[src/rtl/interrupt_dispatch.sv]
// -----------------------------------------------------------------------------
// interrupt_dispatch
// Sits between the IF/IE registers and the CPU core. It holds the master
// enable (IME), applies the one-instruction EI delay and, at an instruction
// boundary, takes over the CPU for a fixed 5-cycle service sequence:
// WAIT1, WAIT2, PUSH_HI, PUSH_LO, JUMP. The JUMP cycle drives the vector and
// a one-hot pulse naming the IF bit to clear.
// O_WAKE (HALT wake) ignores IME and is purely combinational.
//
// Optional feature macro: INT_CANCEL_EN
//   defined   - the source is re-selected at the PUSH_HI edge from the
//               current pending set. If nothing is pending there, JUMP
//               vectors to 16'h0000 and clears nothing.
//   undefined - the source chosen at the taking boundary is kept.
// -----------------------------------------------------------------------------
module interrupt_dispatch #(
  parameter logic [15:0] VECTOR_BASE = 16'h0040
) (
  input  logic        clock,
  input  logic        reset,
  input  logic [4:0]  I_IF,
  input  logic [4:0]  I_IE,
  input  logic        I_BOUNDARY,
  input  logic        I_EI,
  input  logic        I_DI,
  input  logic        I_RETI,
  output logic        O_IME,
  output logic        O_BUSY,
  output logic        O_PUSH_HI,
  output logic        O_PUSH_LO,
  output logic        O_LOAD_PC,
  output logic [15:0] O_VECTOR,
  output logic [4:0]  O_IF_CLEAR,
  output logic        O_WAKE
);

  typedef enum logic [2:0] {
    ST_IDLE    = 3'd0,
    ST_WAIT1   = 3'd1,
    ST_WAIT2   = 3'd2,
    ST_PUSH_HI = 3'd3,
    ST_PUSH_LO = 3'd4,
    ST_JUMP    = 3'd5
  } state_t;

  state_t      state_q;
  logic        ime_q;
  logic        ei_pending_q;
  logic [4:0]  sel_q;
  logic        busy_q;
  logic        push_hi_q;
  logic        push_lo_q;
  logic        load_pc_q;
  logic [15:0] vector_q;
  logic [4:0]  if_clear_q;

  logic [4:0]  pending_s;
  logic [4:0]  sel_d;
  logic        take_s;

  // Isolate the lowest set bit: bit 0 (VBLANK) has the highest priority.
  function automatic logic [4:0] lowest_bit(input logic [4:0] p);
    return p & (~p + 5'd1);
  endfunction

  // Vector for a one-hot selection; an empty selection yields 0 so a
  // cancelled dispatch jumps to 16'h0000.
  function automatic logic [15:0] vector_for(input logic [4:0] sel);
    logic [15:0] v;
    case (sel)
      5'b00001: v = VECTOR_BASE;
      5'b00010: v = VECTOR_BASE + 16'd8;
      5'b00100: v = VECTOR_BASE + 16'd16;
      5'b01000: v = VECTOR_BASE + 16'd24;
      5'b10000: v = VECTOR_BASE + 16'd32;
      default:  v = 16'h0000;
    endcase
    return v;
  endfunction

  // Pending sources, their priority winner and the dispatch decision. The
  // decision looks at the IME value held before this boundary's update, so
  // the boundary that makes a delayed EI take effect cannot dispatch.
  always_comb begin
    pending_s = I_IF & I_IE;
    sel_d     = lowest_bit(pending_s);
    take_s    = I_BOUNDARY & ime_q & (|pending_s);
  end

  // Service sequencer with IME/EI bookkeeping. The outputs are registered
  // and take the value that belongs to the state being entered.
  always_ff @(posedge clock) begin
    if (reset) begin
      state_q      <= ST_IDLE;
      ime_q        <= 1'b0;
      ei_pending_q <= 1'b0;
      sel_q        <= 5'd0;
      busy_q       <= 1'b0;
      push_hi_q    <= 1'b0;
      push_lo_q    <= 1'b0;
      load_pc_q    <= 1'b0;
      vector_q     <= 16'h0000;
      if_clear_q   <= 5'd0;
    end else begin
      case (state_q)
        ST_IDLE: begin
          if (take_s) begin
            // The taking boundary ignores EI/DI/RETI.
            state_q      <= ST_WAIT1;
            sel_q        <= sel_d;
            ime_q        <= 1'b0;
            ei_pending_q <= 1'b0;
            busy_q       <= 1'b1;
          end else if (I_BOUNDARY) begin
            if (I_DI) begin
              // DI wins over a simultaneous EI and cancels a delayed EI.
              ime_q        <= 1'b0;
              ei_pending_q <= 1'b0;
            end else begin
              if (I_RETI || ei_pending_q) begin
                ime_q <= 1'b1;
              end else begin
                ime_q <= ime_q;
              end
              // A delayed EI is consumed here; a new EI arms the next one.
              ei_pending_q <= I_EI;
            end
          end else begin
            state_q <= ST_IDLE;
          end
        end
        ST_WAIT1: begin
          state_q <= ST_WAIT2;
        end
        ST_WAIT2: begin
          state_q   <= ST_PUSH_HI;
          push_hi_q <= 1'b1;
`ifdef INT_CANCEL_EN
          // Late re-evaluation: IF/IE may have changed since the boundary.
          sel_q     <= sel_d;
`else
          sel_q     <= sel_q;
`endif
        end
        ST_PUSH_HI: begin
          state_q   <= ST_PUSH_LO;
          push_hi_q <= 1'b0;
          push_lo_q <= 1'b1;
        end
        ST_PUSH_LO: begin
          state_q    <= ST_JUMP;
          push_lo_q  <= 1'b0;
          load_pc_q  <= 1'b1;
          vector_q   <= vector_for(sel_q);
          if_clear_q <= sel_q;
        end
        ST_JUMP: begin
          state_q    <= ST_IDLE;
          busy_q     <= 1'b0;
          load_pc_q  <= 1'b0;
          vector_q   <= 16'h0000;
          if_clear_q <= 5'd0;
        end
        default: begin
          state_q    <= ST_IDLE;
          busy_q     <= 1'b0;
          push_hi_q  <= 1'b0;
          push_lo_q  <= 1'b0;
          load_pc_q  <= 1'b0;
          vector_q   <= 16'h0000;
          if_clear_q <= 5'd0;
        end
      endcase
    end
  end

  assign O_IME      = ime_q;
  assign O_BUSY     = busy_q;
  assign O_PUSH_HI  = push_hi_q;
  assign O_PUSH_LO  = push_lo_q;
  assign O_LOAD_PC  = load_pc_q;
  assign O_VECTOR   = vector_q;
  assign O_IF_CLEAR = if_clear_q;
  assign O_WAKE     = |pending_s;

endmodule

[config.mk]
export PLATFORM = sky130hd
export DESIGN_NAME = interrupt_dispatch
export DESIGN_NICKNAME = d
export VERILOG_FILES = /design/src/rtl/interrupt_dispatch.sv
export SDC_FILE = /design/constraint.sdc
export NUM_CORES = 1
export LEC_CHECK = 0
export BUFFER_PORTS_ARGS = -buffer_cell sky130_fd_sc_hd__buf_2
export CORE_ASPECT_RATIO = 1.1
export CORE_UTILIZATION = 47
export DETAILED_ROUTE_END_ITERATION = 12
export GPL_ROUTABILITY_DRIVEN = 0
export PLACE_DENSITY = 0.77
export REMOVE_ABC_BUFFERS = 1
export SKIP_LAST_GASP = 1
export SYNTH_ARGS = -nofsm -noshare
export SYNTH_HDL_FRONTEND = slang
export SYNTH_SLANG_ARGS = --single-unit
[constraint.sdc]
create_clock -name clock -period 2.3 [get_ports clock]
set_input_delay 0.46 -clock clock [delete_from_list [all_inputs] [get_ports clock]]
set_output_delay 0.46 -clock clock [all_outputs]
set_load 0.05 [all_outputs]
==> results of run 1 <==
-- stage by stage --
stage          setup slack [ps]  total power, mW  hold slack (ps)
2_1_floorplan            -88.92           0.5114            430.7
3_3_place_gp              376.6           0.5424            441.7
6_report                  398.7           0.7224            402.0
4_1_cts                   370.8           0.7325            389.4
5_1_grt                   277.8           0.7623            413.9
3_5_place_dp              339.1           0.5454            446.9
-- report_power, final --
part	internal [mW]	total (mW)	leakage (nW)	switching, mW
clock network	0.0652	0.186	0.0177	0.121
registers	0.405	0.412	0.186	0.00745
logic	0.0308	0.125	0.334	0.0938
-- layer usage --
metal / routed length, um / track usage [%]
met1: 898 / 21.23
met2: 1043 / 32.16
met3: 102 / 3.161
met4: 45 / 13.24
met5: 0 / 0
-- area by class of cell --
type                       instances  area, um2  share of cell area [%]
sequential                        23      460.4                   36.62
clock inverter                     1      5.005                  0.3980
clock buffer                       3      22.52                   1.791
timing repair buffer              32      165.2                   13.13
multi-input combinational         96      555.5                   44.18
tap                               30      37.54                   2.985
inverter                           3      11.26                  0.8955
-- worst max-delay path: cells and delay by family --
kind                   cells  cell delay, ps
AO/OA/AOI/OAI              1             440
AND/OR/NAND/NOR            1             190
buffers and inverters      2             350
-- synthesized netlist by cell type (2+ instances only) --
library cell / count
sky130_fd_sc_hd__dfxtp_1: 23
sky130_fd_sc_hd__nor2_1: 17
sky130_fd_sc_hd__buf_4: 13
sky130_fd_sc_hd__a21oi_1: 12
sky130_fd_sc_hd__nand2_1: 11
sky130_fd_sc_hd__a22oi_1: 5
sky130_fd_sc_hd__o21ai_0: 5
sky130_fd_sc_hd__clkbuf_1: 3
sky130_fd_sc_hd__inv_1: 3
sky130_fd_sc_hd__mux2i_1: 3
sky130_fd_sc_hd__xor2_1: 3
sky130_fd_sc_hd__a31oi_1: 2
sky130_fd_sc_hd__buf_6: 2
sky130_fd_sc_hd__nand3_1: 2
sky130_fd_sc_hd__nand4_1: 2
sky130_fd_sc_hd__nand4b_1: 2
sky130_fd_sc_hd__nor3_1: 2
sky130_fd_sc_hd__or3_1: 2
-- flip-flops by register name (all words and copies together) (netlist names) --
| register | count |
|---|---|
| O_PUSH_LO | 1 |
| O_PUSH_HI | 1 |
| O_LOAD_PC | 1 |
| ei_pending_q | 1 |
| sel_q | 5 |
| O_IME | 1 |
| state_q | 3 |
| O_VECTOR | 4 |
| O_IF_CLEAR | 5 |
| O_BUSY | 1 |
-- worst max path at each step --
stage | startpoint | end | slack, ps
floorplan | I_IF[0] | ei_pending_q | -90
global placement | I_BOUNDARY | sel_q[0] | 380
detailed placement | I_BOUNDARY | sel_q[1] | 340
CTS | I_IF[0] | O_WAKE | 370
global route | I_IF[0] | O_WAKE | 280
finish | I_IF[0] | O_WAKE | 400
-- placed cells by master (no fill, tap or decap) --
cell type                   Yosys  routed
sky130_fd_sc_hd__dfxtp_1       23      23
sky130_fd_sc_hd__a211o_1        1       1
sky130_fd_sc_hd__clkbuf_4       0       3
sky130_fd_sc_hd__nand3b_1       1       1
sky130_fd_sc_hd__nor2b_1        1       1
sky130_fd_sc_hd__buf_2          0      30
sky130_fd_sc_hd__and4b_1        1       1
sky130_fd_sc_hd__a211oi_1       1       1
sky130_fd_sc_hd__nor3_1         2       2
sky130_fd_sc_hd__mux2i_1        3       3
sky130_fd_sc_hd__nor3b_1        1       1
sky130_fd_sc_hd__nand3_1        2       2
sky130_fd_sc_hd__nand2b_1       1       1
sky130_fd_sc_hd__and2_1         1       1
sky130_fd_sc_hd__nand2_1       11      11
sky130_fd_sc_hd__xor2_1         3       3
sky130_fd_sc_hd__a311oi_4       1       1
sky130_fd_sc_hd__a31oi_1        2       2
sky130_fd_sc_hd__xnor2_1        1       1
sky130_fd_sc_hd__nand4_1        2       2
sky130_fd_sc_hd__o21ai_0        5       5
sky130_fd_sc_hd__inv_1          3       3
sky130_fd_sc_hd__a22oi_1        5       5
sky130_fd_sc_hd__a311o_1        1       1
sky130_fd_sc_hd__a222oi_1       1       1
sky130_fd_sc_hd__or3_1          2       2
sky130_fd_sc_hd__conb_1         1      12
sky130_fd_sc_hd__buf_4         13       2
sky130_fd_sc_hd__nor4_1         1       1
sky130_fd_sc_hd__nand4b_1       2       2
sky130_fd_sc_hd__a21oi_1       12      12
sky130_fd_sc_hd__or4b_4         1       1
sky130_fd_sc_hd__nor2_1        17      17
sky130_fd_sc_hd__clkinv_2       0       1
sky130_fd_sc_hd__a21boi_0       1       1
sky130_fd_sc_hd__o2bb2ai_1      1       1
-- cells by family after synthesis --
| family | synth area share, % |
|---|---|
| xor+xnor | 3.136 |
| flops | 41.21 |
| buf+inv | 12.77 |
| mux | 2.688 |
| other cells | 0.3356 |
| simple gates | 20.72 |
| compound gates | 19.15 |
==> flow_summary.rst, run 1 <==
.. list-table::
   :header-rows: 1

   * - Metric
     - Value
   * - Most frequent CP cell
     - sky130_fd_sc_hd__buf_2
   * - Setup crit start kind
     - input pin
   * - Launch instance of the worst register-to-register path
     - state_q[1]
   * - Core ar.
     - 2252 um2
   * - Final setup violation count
     - 0
   * - Standard-cell rows
     - 18
   * - Fraction of the yosys area taken by sequential cells
     - 41.21%
   * - Detailed-route wire length
     - 2.089 mm
   * - Area share of the largest cell type after synthesis
     - 41.21%
   * - Critical Path End Type
     - output pin
   * - Final worst-path cycle share
     - 82.67%
   * - Synth-to-layout area growth
     - 12.54%
   * - I/O Pins
     - 43
   * - Core occupancy in the finished layout
     - 55.83%
   * - Routed length per instance
     - 11.11 um
   * - Worst-case reg-to-reg path depth
     - 4
   * - Result of the run
     - complete, no violations
   * - Post-CTS setup buffer count
     - 0
   * - Wire length of the first global-routing pass
     - 3.594 mm
   * - Final global-route overflow total
     - 0
   * - Dominant synthesized flop cell
     - sky130_fd_sc_hd__dfxtp_1
   * - Endpoint required time on the critical path
     - 1840 ps
   * - Fillcell total
     - 210
   * - Hold path depth
     - 3
   * - Post-cts resize count
     - 0
   * - Max Cap Violations
     - 0
   * - Master cell of the clock root buffer
     - sky130_fd_sc_hd__clkbuf_4
   * - Post-synth EDFFs
     - 0
   * - Count of hold buffers inserted by post-cts repair
     - 0
   * - Critical path arrival
     - 1440 ps
   * - Final Hold Violating Endpoints
     - 0
   * - Maximum clock skew at final layout
     - 4.936 ps
   * - Yosys top cell by area
     - sky130_fd_sc_hd__dfxtp_1
   * - Worst path cell trace
     - buf_2 -> a222oi_1 -> nand3_1 -> buf_2
   * - Final Max Slew Viols
     - 0
   * - Antenna Nets Post-Route
     - 0
   * - Number of buffers added by the clock tree synthesis step
     - 3
   * - Non-filler cells, final
     - 188
   * - Cell area after layout
     - 1257 um2
   * - Slowest stage delay, CP
     - 440 ps
   * - Vertical die dimension
     - 53.14 um
   * - Maximum net fanout on the critical path
     - 3
   * - Number of input and output port buffers inserted
     - 30
   * - Initial core utilization
     - 49.61%
   * - Total of warnings raised by yosys
     - 0
   * - Number of global-route vias before repair
     - 839
   * - Die width
     - 48.49 um
   * - HP Class
     - input pin to flop
   * - Clock transition at the registers of the reported paths
     - 120 ps
   * - Initial DRC Count
     - 27
   * - Number of buffers between clock root and the deepest sink
     - 2
   * - Count of vias placed by the detailed router
     - 964
   * - Highest ir drop seen on vdd
     - 0.3544 mV
   * - Number of flip-flops and latches in the synthesized netlist
     - 23
   * - Clock sink count
     - 23
   * - Pleak
     - 0.5370 nW
   * - Source-to-sink clock delay at the later pin of the worst-skew pair
     - 320 ps
   * - Mean instance size in the synthesized netlist
     - 8.661 um2
   * - Number of iterations in the first detailed-routing pass
     - 4
   * - DP HPWL
     - 1.595 mm
   * - Synth Cell Area
     - 1117 um2
   * - P per Cell Area
     - 574.5 nW/um2
   * - Hold Startpoint
     - I_IE[3]
   * - CTS H-tree lvls
     - 1
   * - Cell area reported after detailed placement
     - 1230 um2
   * - Crit Reg-Reg Endpoint
     - sel_q[1]
   * - Crit Path Category
     - input pin to output pin
   * - Proportion of synthesized flip-flops having asynchronous set or reset
     - 0%
   * - Register-to-register setup slack
     - 440 ps
   * - Placed instance count
     - 184
   * - Number of library cell types mapped by synthesis
     - 35
   * - Combined global-route utilization of all metal layers
     - 18.62%
   * - Fmax
     - 525.9 MHz
   * - Post-detailed-route DRC marker count
     - 0
   * - Worst-case hold path end point
     - sel_q[3]
   * - Via count normalized by instance count
     - 5.128
   * - Largest cells by area after synthesis
     - sky130_fd_sc_hd__dfxtp_1 41%, sky130_fd_sc_hd__buf_4 8.7%, sky130_fd_sc_hd__nor2_1 5.7%
   * - Clock tree from TritonCTS
     - yes
   * - Maximum number of pins on one net before global-route repair
     - 25
   * - Unrepaired setup endpoints after global routing
     - false
   * - Ratio of cells with drive above 1 in the final layout
     - 24.05%
   * - Count of mapped cells out of synthesis
     - 129
   * - Post-layout min period
     - 1901 ps
   * - N_diodes
     - 0
   * - Cell type of the slowest stage on the worst timing path
     - sky130_fd_sc_hd__a222oi_1
   * - Total negative setup slack
     - 0 ps
   * - Initial antenna violation count
     - 0
   * - Final-stage net count
     - 175
   * - Die Footprint
     - 2577 um2
Power figures use the tool's default switching activity.
==> inputs of run 2 (changes only) <==
--- a/config.mk
+++ b/config.mk
@@ -5,12 +5,13 @@
 export SDC_FILE = /design/constraint.sdc
 export NUM_CORES = 1
 export LEC_CHECK = 0
+export ABC_AREA = 1
 export BUFFER_PORTS_ARGS = -buffer_cell sky130_fd_sc_hd__buf_2
 export CORE_ASPECT_RATIO = 1.1
-export CORE_UTILIZATION = 47
+export CORE_UTILIZATION = 43
 export DETAILED_ROUTE_END_ITERATION = 12
 export GPL_ROUTABILITY_DRIVEN = 0
-export PLACE_DENSITY = 0.77
+export PLACE_DENSITY = 0.74
 export REMOVE_ABC_BUFFERS = 1
 export SKIP_LAST_GASP = 1
 export SYNTH_ARGS = -nofsm -noshare
==> constraint.sdc (replaced) <==
create_clock -name clock -period 1.6 [get_ports clock]
set_input_delay 0.32 -clock clock [delete_from_list [all_inputs] [get_ports clock]]
set_output_delay 0.32 -clock clock [all_outputs]
set_load 0.05 [all_outputs]
==> run 2 against run 1 <==
Against the previous run:
- register-to-register slack worse by 40 ps
- sequential share of layout area is 2.1 points lower
- combinational power up 100%
- cell count up 18%
- cell area up 6.0%
- global-route usage is 2.7 points lower
- non-clock buffer count is 1 lower
- setup slack worse by 170 ps
- count of clock-buffer cells in the layout up 1
- area after synthesis up 5.4%
- sequential power is 48% higher
- sequential cell count unchanged
- critical endpoint unchanged
- largest power group unchanged
==> flow_summary.rst, run 2 <==
.. list-table::
   :header-rows: 1

   * - Metric
     - Value
   * - Result of the run
     - complete, no violations (unchanged)
   * - Mean instance size in the synthesized netlist
     - 7.359 um2 (was 8.661 um2)
   * - Yosys top cell by area
     - sky130_fd_sc_hd__dfxtp_1 (unchanged)
   * - Unrepaired setup endpoints after global routing
     - false (unchanged)
   * - Setup crit start kind
     - input pin (unchanged)
   * - Clock tree from TritonCTS
     - yes (unchanged)
   * - Number of flip-flops and latches in the synthesized netlist
     - 23 (unchanged)
   * - Die width
     - 51.89 um (was 48.49 um)
   * - Post-cts resize count
     - 0 (unchanged)
   * - Final Hold Violating Endpoints
     - 0 (unchanged)
   * - Pleak
     - 0.6712 nW (was 0.5370 nW)
   * - Final Max Slew Viols
     - 0 (unchanged)
   * - Largest cells by area after synthesis
     - sky130_fd_sc_hd__dfxtp_1 39%, sky130_fd_sc_hd__nand2_1 14%, sky130_fd_sc_hd__buf_4 7.7% (was sky130_fd_sc_hd__dfxtp_1 41%, sky130_fd_sc_hd__buf_4 8.7%, sky130_fd_sc_hd__nor2_1 5.7%)
   * - Count of vias placed by the detailed router
     - 1029 (was 964)
   * - Routed length per instance
     - 9.707 um (was 11.11 um)
   * - Crit path setup slack, layout
     - 224.9 ps (was 398.7 ps)
   * - Critical path arrival
     - 1060 ps (was 1440 ps)
   * - Combined global-route utilization of all metal layers
     - 15.95% (was 18.62%)
   * - Final global-route overflow total
     - 0 (unchanged)
   * - Fmax
     - 727.2 MHz
   * - Post-layout min period
     - 1375 ps
   * - Number of global-route vias before repair
     - 900 (was 839)
   * - I/O Pins
     - 43 (unchanged)
   * - Count of mapped cells out of synthesis
     - 160 (was 129)
   * - Die Footprint
     - 2952 um2 (was 2577 um2)
   * - Final worst-path cycle share
     - 85.94%
   * - Proportion of synthesized flip-flops having asynchronous set or reset
     - 0% (unchanged)
   * - Launch instance of the worst register-to-register path
     - state_q[1] (unchanged)
   * - Synth Cell Area
     - 1177 um2 (was 1117 um2)
   * - CTS H-tree lvls
     - 1 (unchanged)
   * - Number of library cell types mapped by synthesis
     - 25 (was 35)
   * - Worst path cell trace
     - buf_2 -> nand2_1 -> nand2_2 -> nor2_4 -> nand2_4 -> buf_2 (was buf_2 -> a222oi_1 -> nand3_1 -> buf_2)
   * - Initial DRC Count
     - 16 (was 27)
   * - Cell area reported after detailed placement
     - 1306 um2 (was 1230 um2)
   * - P per Cell Area
     - 841.5 nW/um2 (was 574.5 nW/um2)
   * - Critical path launch point
     - I_IF[0] (unchanged)
   * - Slowest stage delay, CP
     - 220 ps (was 440 ps)
   * - Cell with the most instances after synthesis
     - sky130_fd_sc_hd__nand2_1 (was sky130_fd_sc_hd__dfxtp_1)
   * - Total of warnings raised by yosys
     - 0 (unchanged)
   * - Source-to-sink clock delay at the later pin of the worst-skew pair
     - 310 ps (was 320 ps)
   * - Initial core utilization
     - 46.29% (was 49.61%)
   * - Critical Path End Type
     - output pin (unchanged)
   * - N_diodes
     - 0 (unchanged)
   * - Most common cell after layout, fill and taps aside
     - sky130_fd_sc_hd__nand2_1 (was sky130_fd_sc_hd__buf_2)
   * - HP Class
     - input pin to flop (unchanged)
   * - Cell area after layout
     - 1333 um2 (was 1257 um2)
   * - Crit Path Category
     - input pin to output pin (unchanged)
   * - Clock transition at the registers of the reported paths
     - 120 ps (about the same)
   * - Core occupancy in the finished layout
     - 52.39% (was 55.83%)
   * - Master cell of the clock root buffer
     - sky130_fd_sc_hd__clkbuf_4 (unchanged)
   * - DP HPWL
     - 1.733 mm (was 1.595 mm)
   * - Cell type of the slowest stage on the worst timing path
     - sky130_fd_sc_hd__buf_2 (was sky130_fd_sc_hd__a222oi_1)
   * - Final setup violation count
     - 0 (unchanged)
   * - Core ar.
     - 2544 um2 (was 2252 um2)
   * - Post-synth EDFFs
     - 0 (unchanged)
   * - Number of iterations in the first detailed-routing pass
     - 4 (unchanged)
   * - Initial antenna violation count
     - 0 (unchanged)
   * - Number of input and output port buffers inserted
     - 30 (unchanged)
   * - Ratio of cells with drive above 1 in the final layout
     - 25.65% (was 24.05%)
   * - Post-CTS setup buffer count
     - 0 (unchanged)
   * - Via count normalized by instance count
     - 4.635 (was 5.128)
   * - Maximum clock skew at final layout
     - 6.966 ps (was 4.936 ps)
   * - Synth-to-layout area growth
     - 13.18% (was 12.54%)
   * - Highest ir drop seen on vdd
     - 0.4482 mV (was 0.3544 mV)
   * - Area share of the largest cell type after synthesis
     - 39.11% (was 41.21%)
   * - Wire length of the first global-routing pass
     - 3.574 mm (was 3.594 mm)
   * - Max Cap Violations
     - 0 (unchanged)
   * - Detailed-route wire length
     - 2.155 mm (was 2.089 mm)
   * - Standard-cell rows
     - 19 (was 18)
   * - Crit path max-delay family
     - simple AND/OR/NAND/NOR gates (was compound AO/OA/AOI/OAI gates)
   * - Antenna Nets Post-Route
     - 0 (unchanged)
   * - Number of buffers added by the clock tree synthesis step
     - 3 (unchanged)
   * - Post-detailed-route DRC marker count
     - 0 (unchanged)
   * - Fraction of the yosys area taken by sequential cells
     - 39.11% (was 41.21%)
   * - Top library cells by usage in the layout, fill and taps aside
     - 43 x sky130_fd_sc_hd__nand2_1, 30 x sky130_fd_sc_hd__buf_2, 23 x sky130_fd_sc_hd__dfxtp_1 (was 30 x sky130_fd_sc_hd__buf_2, 23 x sky130_fd_sc_hd__dfxtp_1, 17 x sky130_fd_sc_hd__nor2_1)
   * - Synth top cells by count
     - 43 x sky130_fd_sc_hd__nand2_1, 23 x sky130_fd_sc_hd__dfxtp_1, 18 x sky130_fd_sc_hd__nor2_1 (was 23 x sky130_fd_sc_hd__dfxtp_1, 17 x sky130_fd_sc_hd__nor2_1, 13 x sky130_fd_sc_hd__buf_4)
   * - Clock sink count
     - 23 (unchanged)
   * - Dominant synthesized flop cell
     - sky130_fd_sc_hd__dfxtp_1 (unchanged)
   * - Number of buffers between clock root and the deepest sink
     - 2 (unchanged)
   * - Critical path buffers and inverters
     - 2 (unchanged)
   * - Final-stage net count
     - 208 (was 175)
   * - Maximum net fanout on the critical path
     - 5 (was 3)
   * - Endpoint required time on the critical path
     - 1280 ps (was 1840 ps)
   * - Most frequent CP cell
     - sky130_fd_sc_hd__buf_2 (unchanged)
   * - Hold Startpoint
     - I_IE[0] (was I_IE[3])
   * - Placement Setup Slack
     - 221.1 ps (was 339.1 ps)
   * - Count of hold buffers inserted by post-cts repair
     - 0 (unchanged)
   * - Total negative setup slack
     - 0 ps (unchanged)
   * - Vertical die dimension
     - 56.88 um (was 53.14 um)
   * - Maximum number of pins on one net before global-route repair
     - 14 (was 25)
-- run 2: cell types whose count changed after synthesis, moves of 3 or more --
cell                      before  now
sky130_fd_sc_hd__nand2_1      11   43
sky130_fd_sc_hd__inv_1         3   13
sky130_fd_sc_hd__nand3_1       2    8
sky130_fd_sc_hd__a22oi_1       5    0
sky130_fd_sc_hd__o21ai_0       5    0
sky130_fd_sc_hd__nand4_1       2    6
sky130_fd_sc_hd__mux2i_1       3    0
sky130_fd_sc_hd__nand2_2       0    3
sky130_fd_sc_hd__xor2_1        3    0
-- run 2: final cells by class --
class,instances,area (um2)
Clock buffer,4,26.28
Fill cell,258,1211
Inverter,17,73.82
Multi-Input combinational cell,116,575.6
Sequential cell,23,460.4
Tap cell,31,38.79
Timing Repair Buffer,31,157.7
-- run 2: cells by family after synthesis --
group           Yosys count  synth area share (%)
compound gates           16                 7.651
simple gates             88                 37.41
other cells               1                0.3185
flops                    23                 39.11
buf+inv                  32                 15.51
-- run 2: metal layers --
layer	part of all wire [%]	vias to the layer above	global-route usage [%]	wire, um
met1	44	452	18.27	948
li1	-	543	-	-
met5	0	-	0	0
met4	1.9	0	8.108	42
met3	4.6	4	1.626	99
met2	49	30	28.21	1064
-- run 2: final timing paths --
check | end | slack (ps) | cells past startpoint
max reg2reg | ei_pending_q | 400 | 7
min reg2reg | O_PUSH_HI | 470 | 2
min | sel_q[0] | 260 | 3
max | O_WAKE | 220 | 6
-- run 2: metrics by stage --
step                      instances  hold WS [ps]  power [mW]
after floorplan                 156         389.1      0.8165
after global placement          218         450.3      0.8646
after detailed placement        218         452.7      0.8723
after CTS                       222         253.8       1.129
after global routing            222         294.7       1.176
final                           222         256.1       1.121
-- run 2: power by group --
group          total (mW)  internal (mW)  switching [mW]  leakage (nW)
logic               0.251         0.0641           0.187         0.470
registers           0.608          0.591          0.0166         0.186
clock network       0.263         0.0972           0.165        0.0150
-- run 2: worst register-to-register path: cells and delay by family, from the launching register on --
kind,cells,cell delay [ps]
DFF,1,370
buffers and inverters,1,110
AOI/OAI and AO/OA,1,90
and+or+nand+nor,5,550
==> inputs of run 3 (changes only) <==
--- a/config.mk
+++ b/config.mk
@@ -6,12 +6,12 @@
 export NUM_CORES = 1
 export LEC_CHECK = 0
 export ABC_AREA = 1
-export BUFFER_PORTS_ARGS = -buffer_cell sky130_fd_sc_hd__buf_2
+export BUFFER_PORTS_ARGS = -buffer_cell sky130_fd_sc_hd__buf_4
 export CORE_ASPECT_RATIO = 1.1
-export CORE_UTILIZATION = 43
+export CORE_UTILIZATION = 48
 export DETAILED_ROUTE_END_ITERATION = 12
 export GPL_ROUTABILITY_DRIVEN = 0
-export PLACE_DENSITY = 0.74
+export PLACE_DENSITY = 0.78
 export REMOVE_ABC_BUFFERS = 1
 export SKIP_LAST_GASP = 1
 export SYNTH_ARGS = -nofsm -noshare
==> constraint.sdc (replaced) <==
create_clock -name clock -period 1.57 [get_ports clock]
set_input_delay 0.314 -clock clock [delete_from_list [all_inputs] [get_ports clock]]
set_output_delay 0.314 -clock clock [all_outputs]
set_load 0.05 [all_outputs]
==> run 3 against run 2 <==
Against the previous run:
- clock power barely moved
- non-clock buffer count shrank 1
- clock skew decreased by 0.71 ps
- first-iteration DRC count unchanged
- register-to-register slack barely moved
- critical endpoint unchanged
- largest cell class unchanged
==> flow_summary.rst, run 3 (same netlist as run 2, synthesis figures left out) <==
.. list-table::
   :header-rows: 1

   * - Metric
     - Value
   * - Most common cell after layout, fill and taps aside
     - sky130_fd_sc_hd__nand2_1 (unchanged)
   * - Setup crit start kind
     - input pin (unchanged)
   * - Post-CTS setup buffer count
     - 0 (unchanged)
   * - Final worst-path cycle share
     - 86.10%
   * - Number of buffers between clock root and the deepest sink
     - 2 (unchanged)
   * - Post-layout min period
     - 1352 ps
   * - Detailed-route wire length
     - 2.170 mm (was 2.155 mm)
   * - Initial core utilization
     - 51.76% (was 46.29%)
   * - HP Class
     - input pin to flop (unchanged)
   * - Pleak
     - 0.6794 nW (was 0.6712 nW)
   * - Source-to-sink clock delay at the later pin of the worst-skew pair
     - 300 ps (was 310 ps)
   * - Standard-cell rows
     - 18 (was 19)
   * - Count of vias placed by the detailed router
     - 1034 (was 1029)
   * - Via count normalized by instance count
     - 4.700 (was 4.635)
   * - Clock sink count
     - 23 (unchanged)
   * - P per Cell Area
     - 822.2 nW/um2 (was 841.5 nW/um2)
   * - Register-to-register setup slack
     - 390 ps (was 400 ps)
   * - Clock tree from TritonCTS
     - yes (unchanged)
   * - Master cell of the clock root buffer
     - sky130_fd_sc_hd__clkbuf_4 (unchanged)
   * - Storage element area
     - 460.4 um2 (unchanged)
   * - Critical path arrival
     - 1040 ps (was 1060 ps)
   * - Final Max Slew Viols
     - 0 (unchanged)
   * - Number of iterations in the first detailed-routing pass
     - 5 (was 4)
   * - Critical Path End Type
     - output pin (unchanged)
   * - Initial DRC Count
     - 16 (unchanged)
   * - Endpoint required time on the critical path
     - 1260 ps (was 1280 ps)
   * - Worst-case reg-to-reg path depth
     - 5 (was 7)
   * - Number of input and output port buffers inserted
     - 30 (unchanged)
   * - Hold path depth
     - 3 (unchanged)
   * - Maximum number of pins on one net before global-route repair
     - 18 (was 14)
   * - CTS H-tree lvls
     - 1 (unchanged)
   * - Placement Setup Slack
     - 210.5 ps (was 221.1 ps)
   * - Crit Path Category
     - input pin to output pin (unchanged)
   * - Crit path setup slack, layout
     - 218.2 ps (was 224.9 ps)
   * - Result of the run
     - complete, no violations (unchanged)
   * - Worst-case hold path end point
     - sel_q[0] (unchanged)
   * - Die width
     - 49.22 um (was 51.89 um)
   * - Clock transition at the registers of the reported paths
     - 120 ps (about the same)
   * - Maximum clock skew at final layout
     - 6.255 ps (was 6.966 ps)
   * - Wire length of the first global-routing pass
     - 3.567 mm (was 3.574 mm)
   * - Crit Reg-Reg Endpoint
     - state_q[0] (was ei_pending_q)
   * - N_diodes
     - 0 (unchanged)
   * - Initial antenna violation count
     - 0 (unchanged)
   * - Multi-input gate area in the final layout
     - 575.6 um2 (unchanged)
   * - Total negative setup slack
     - 0 ps (unchanged)
   * - Max Cap Violations
     - 0 (unchanged)
   * - DP HPWL
     - 1.720 mm (was 1.733 mm)
   * - Count of hold buffers inserted by post-cts repair
     - 0 (unchanged)
   * - I/O Pins
     - 43 (unchanged)
   * - Cell area reported after detailed placement
     - 1373 um2 (was 1306 um2)
   * - Final setup violation count
     - 0 (unchanged)
   * - Routed length per instance
     - 9.864 um (was 9.707 um)
   * - Final-stage net count
     - 207 (was 208)
   * - Number of buffers added by the clock tree synthesis step
     - 3 (unchanged)
   * - Die Footprint
     - 2655 um2 (was 2952 um2)
   * - Unrepaired setup endpoints after global routing
     - false (unchanged)
   * - Maximum net fanout on the critical path
     - 5 (unchanged)
   * - Synth-to-layout area growth
     - 18.81% (was 13.18%)
   * - Number of global-route vias before repair
     - 913 (was 900)
   * - Hold Startpoint
     - I_IE[0] (unchanged)
   * - Combined global-route utilization of all metal layers
     - 17.55% (was 15.95%)
   * - Final global-route overflow total
     - 0 (unchanged)
   * - Vertical die dimension
     - 53.95 um (was 56.88 um)
   * - Fmax
     - 739.8 MHz
   * - Ratio of cells with drive above 1 in the final layout
     - 25.26% (was 25.65%)
   * - Top library cells by usage in the layout, fill and taps aside
     - 43 x sky130_fd_sc_hd__nand2_1, 30 x sky130_fd_sc_hd__buf_4, 23 x sky130_fd_sc_hd__dfxtp_1 (was 43 x sky130_fd_sc_hd__nand2_1, 30 x sky130_fd_sc_hd__buf_2, 23 x sky130_fd_sc_hd__dfxtp_1)
   * - Post-cts resize count
     - 0 (unchanged)
   * - Final Hold Violating Endpoints
     - 0 (unchanged)
   * - Highest ir drop seen on vdd
     - 0.4402 mV (was 0.4482 mV)
   * - Fillcell total
     - 232 (was 258)
   * - Cell area after layout
     - 1399 um2 (was 1333 um2)
   * - Antenna Nets Post-Route
     - 0 (unchanged)
   * - Core ar.
     - 2275 um2 (was 2544 um2)
   * - Launch instance of the worst register-to-register path
     - state_q[2] (was state_q[1])
   * - Post-detailed-route DRC marker count
     - 0 (unchanged)
-- run 3: cell types whose count changed in the layout (fill, tap and decap cells not counted), sizes merged --
cell / previous run / this run
buf: 31 / 30
-- run 3: cell type report --
class / count / area share [%]
multi-input combinational: 116 / 41.14
timing repair buffer: 30 / 16.10
sequential: 23 / 32.92
tap: 30 / 2.683
clock buffer: 4 / 1.878
inverter: 17 / 5.277
-- run 3: how the worst max path moves through the flow --
stage | startpoint | endpoint | slack [ps] | cells after the start
6_report | I_IF[0] | O_WAKE | 220 | 6
4_1_cts | I_IF[0] | O_WAKE | 210 | 6
3_5_place_dp | I_IF[0] | O_WAKE | 210 | 6
2_1_floorplan | O_IME | sel_q[0] | 290 | 5
5_1_grt | I_IF[0] | O_WAKE | 170 | 6
3_3_place_gp | I_IF[0] | O_WAKE | 250 | 6
-- run 3: power by group --
group	switching, mW	total (mW)	internal [mW]
logic	0.191	0.270	0.0790
registers	0.0172	0.619	0.602
clock network	0.162	0.261	0.0989
-- run 3: critical path, cell delays in order --
cell	delay, ps
sky130_fd_sc_hd__buf_4	110
sky130_fd_sc_hd__nand2_1	110
sky130_fd_sc_hd__nand2_2	90
sky130_fd_sc_hd__nor2_4	140
sky130_fd_sc_hd__nand2_4	80
sky130_fd_sc_hd__buf_4	200
-- run 3: through the flow --
stage / hold slack [ps] / cells / utilization [%] / power (mW)
after global placement: 453.1 / 216 / 60.34 / 0.8942
final: 249.7 / 220 / 61.50 / 1.150
after CTS: 248.9 / 220 / 61.50 / 1.160
after floorplan: 383.1 / 156 / - / 0.8321
after detailed placement: 457.1 / 216 / 60.34 / 0.9032
after global routing: 273.0 / 220 / 61.50 / 1.206
-- run 3: metal layers --
metal,share of wire [%],up-vias,wire [um],global-route usage [%]
met4,1.2,0,27,8.824
met3,4.1,2,88,1.695
met1,44,457,951,18.97
met2,51,33,1102,34.47
met5,0,-,0,0
li1,-,542,-,-
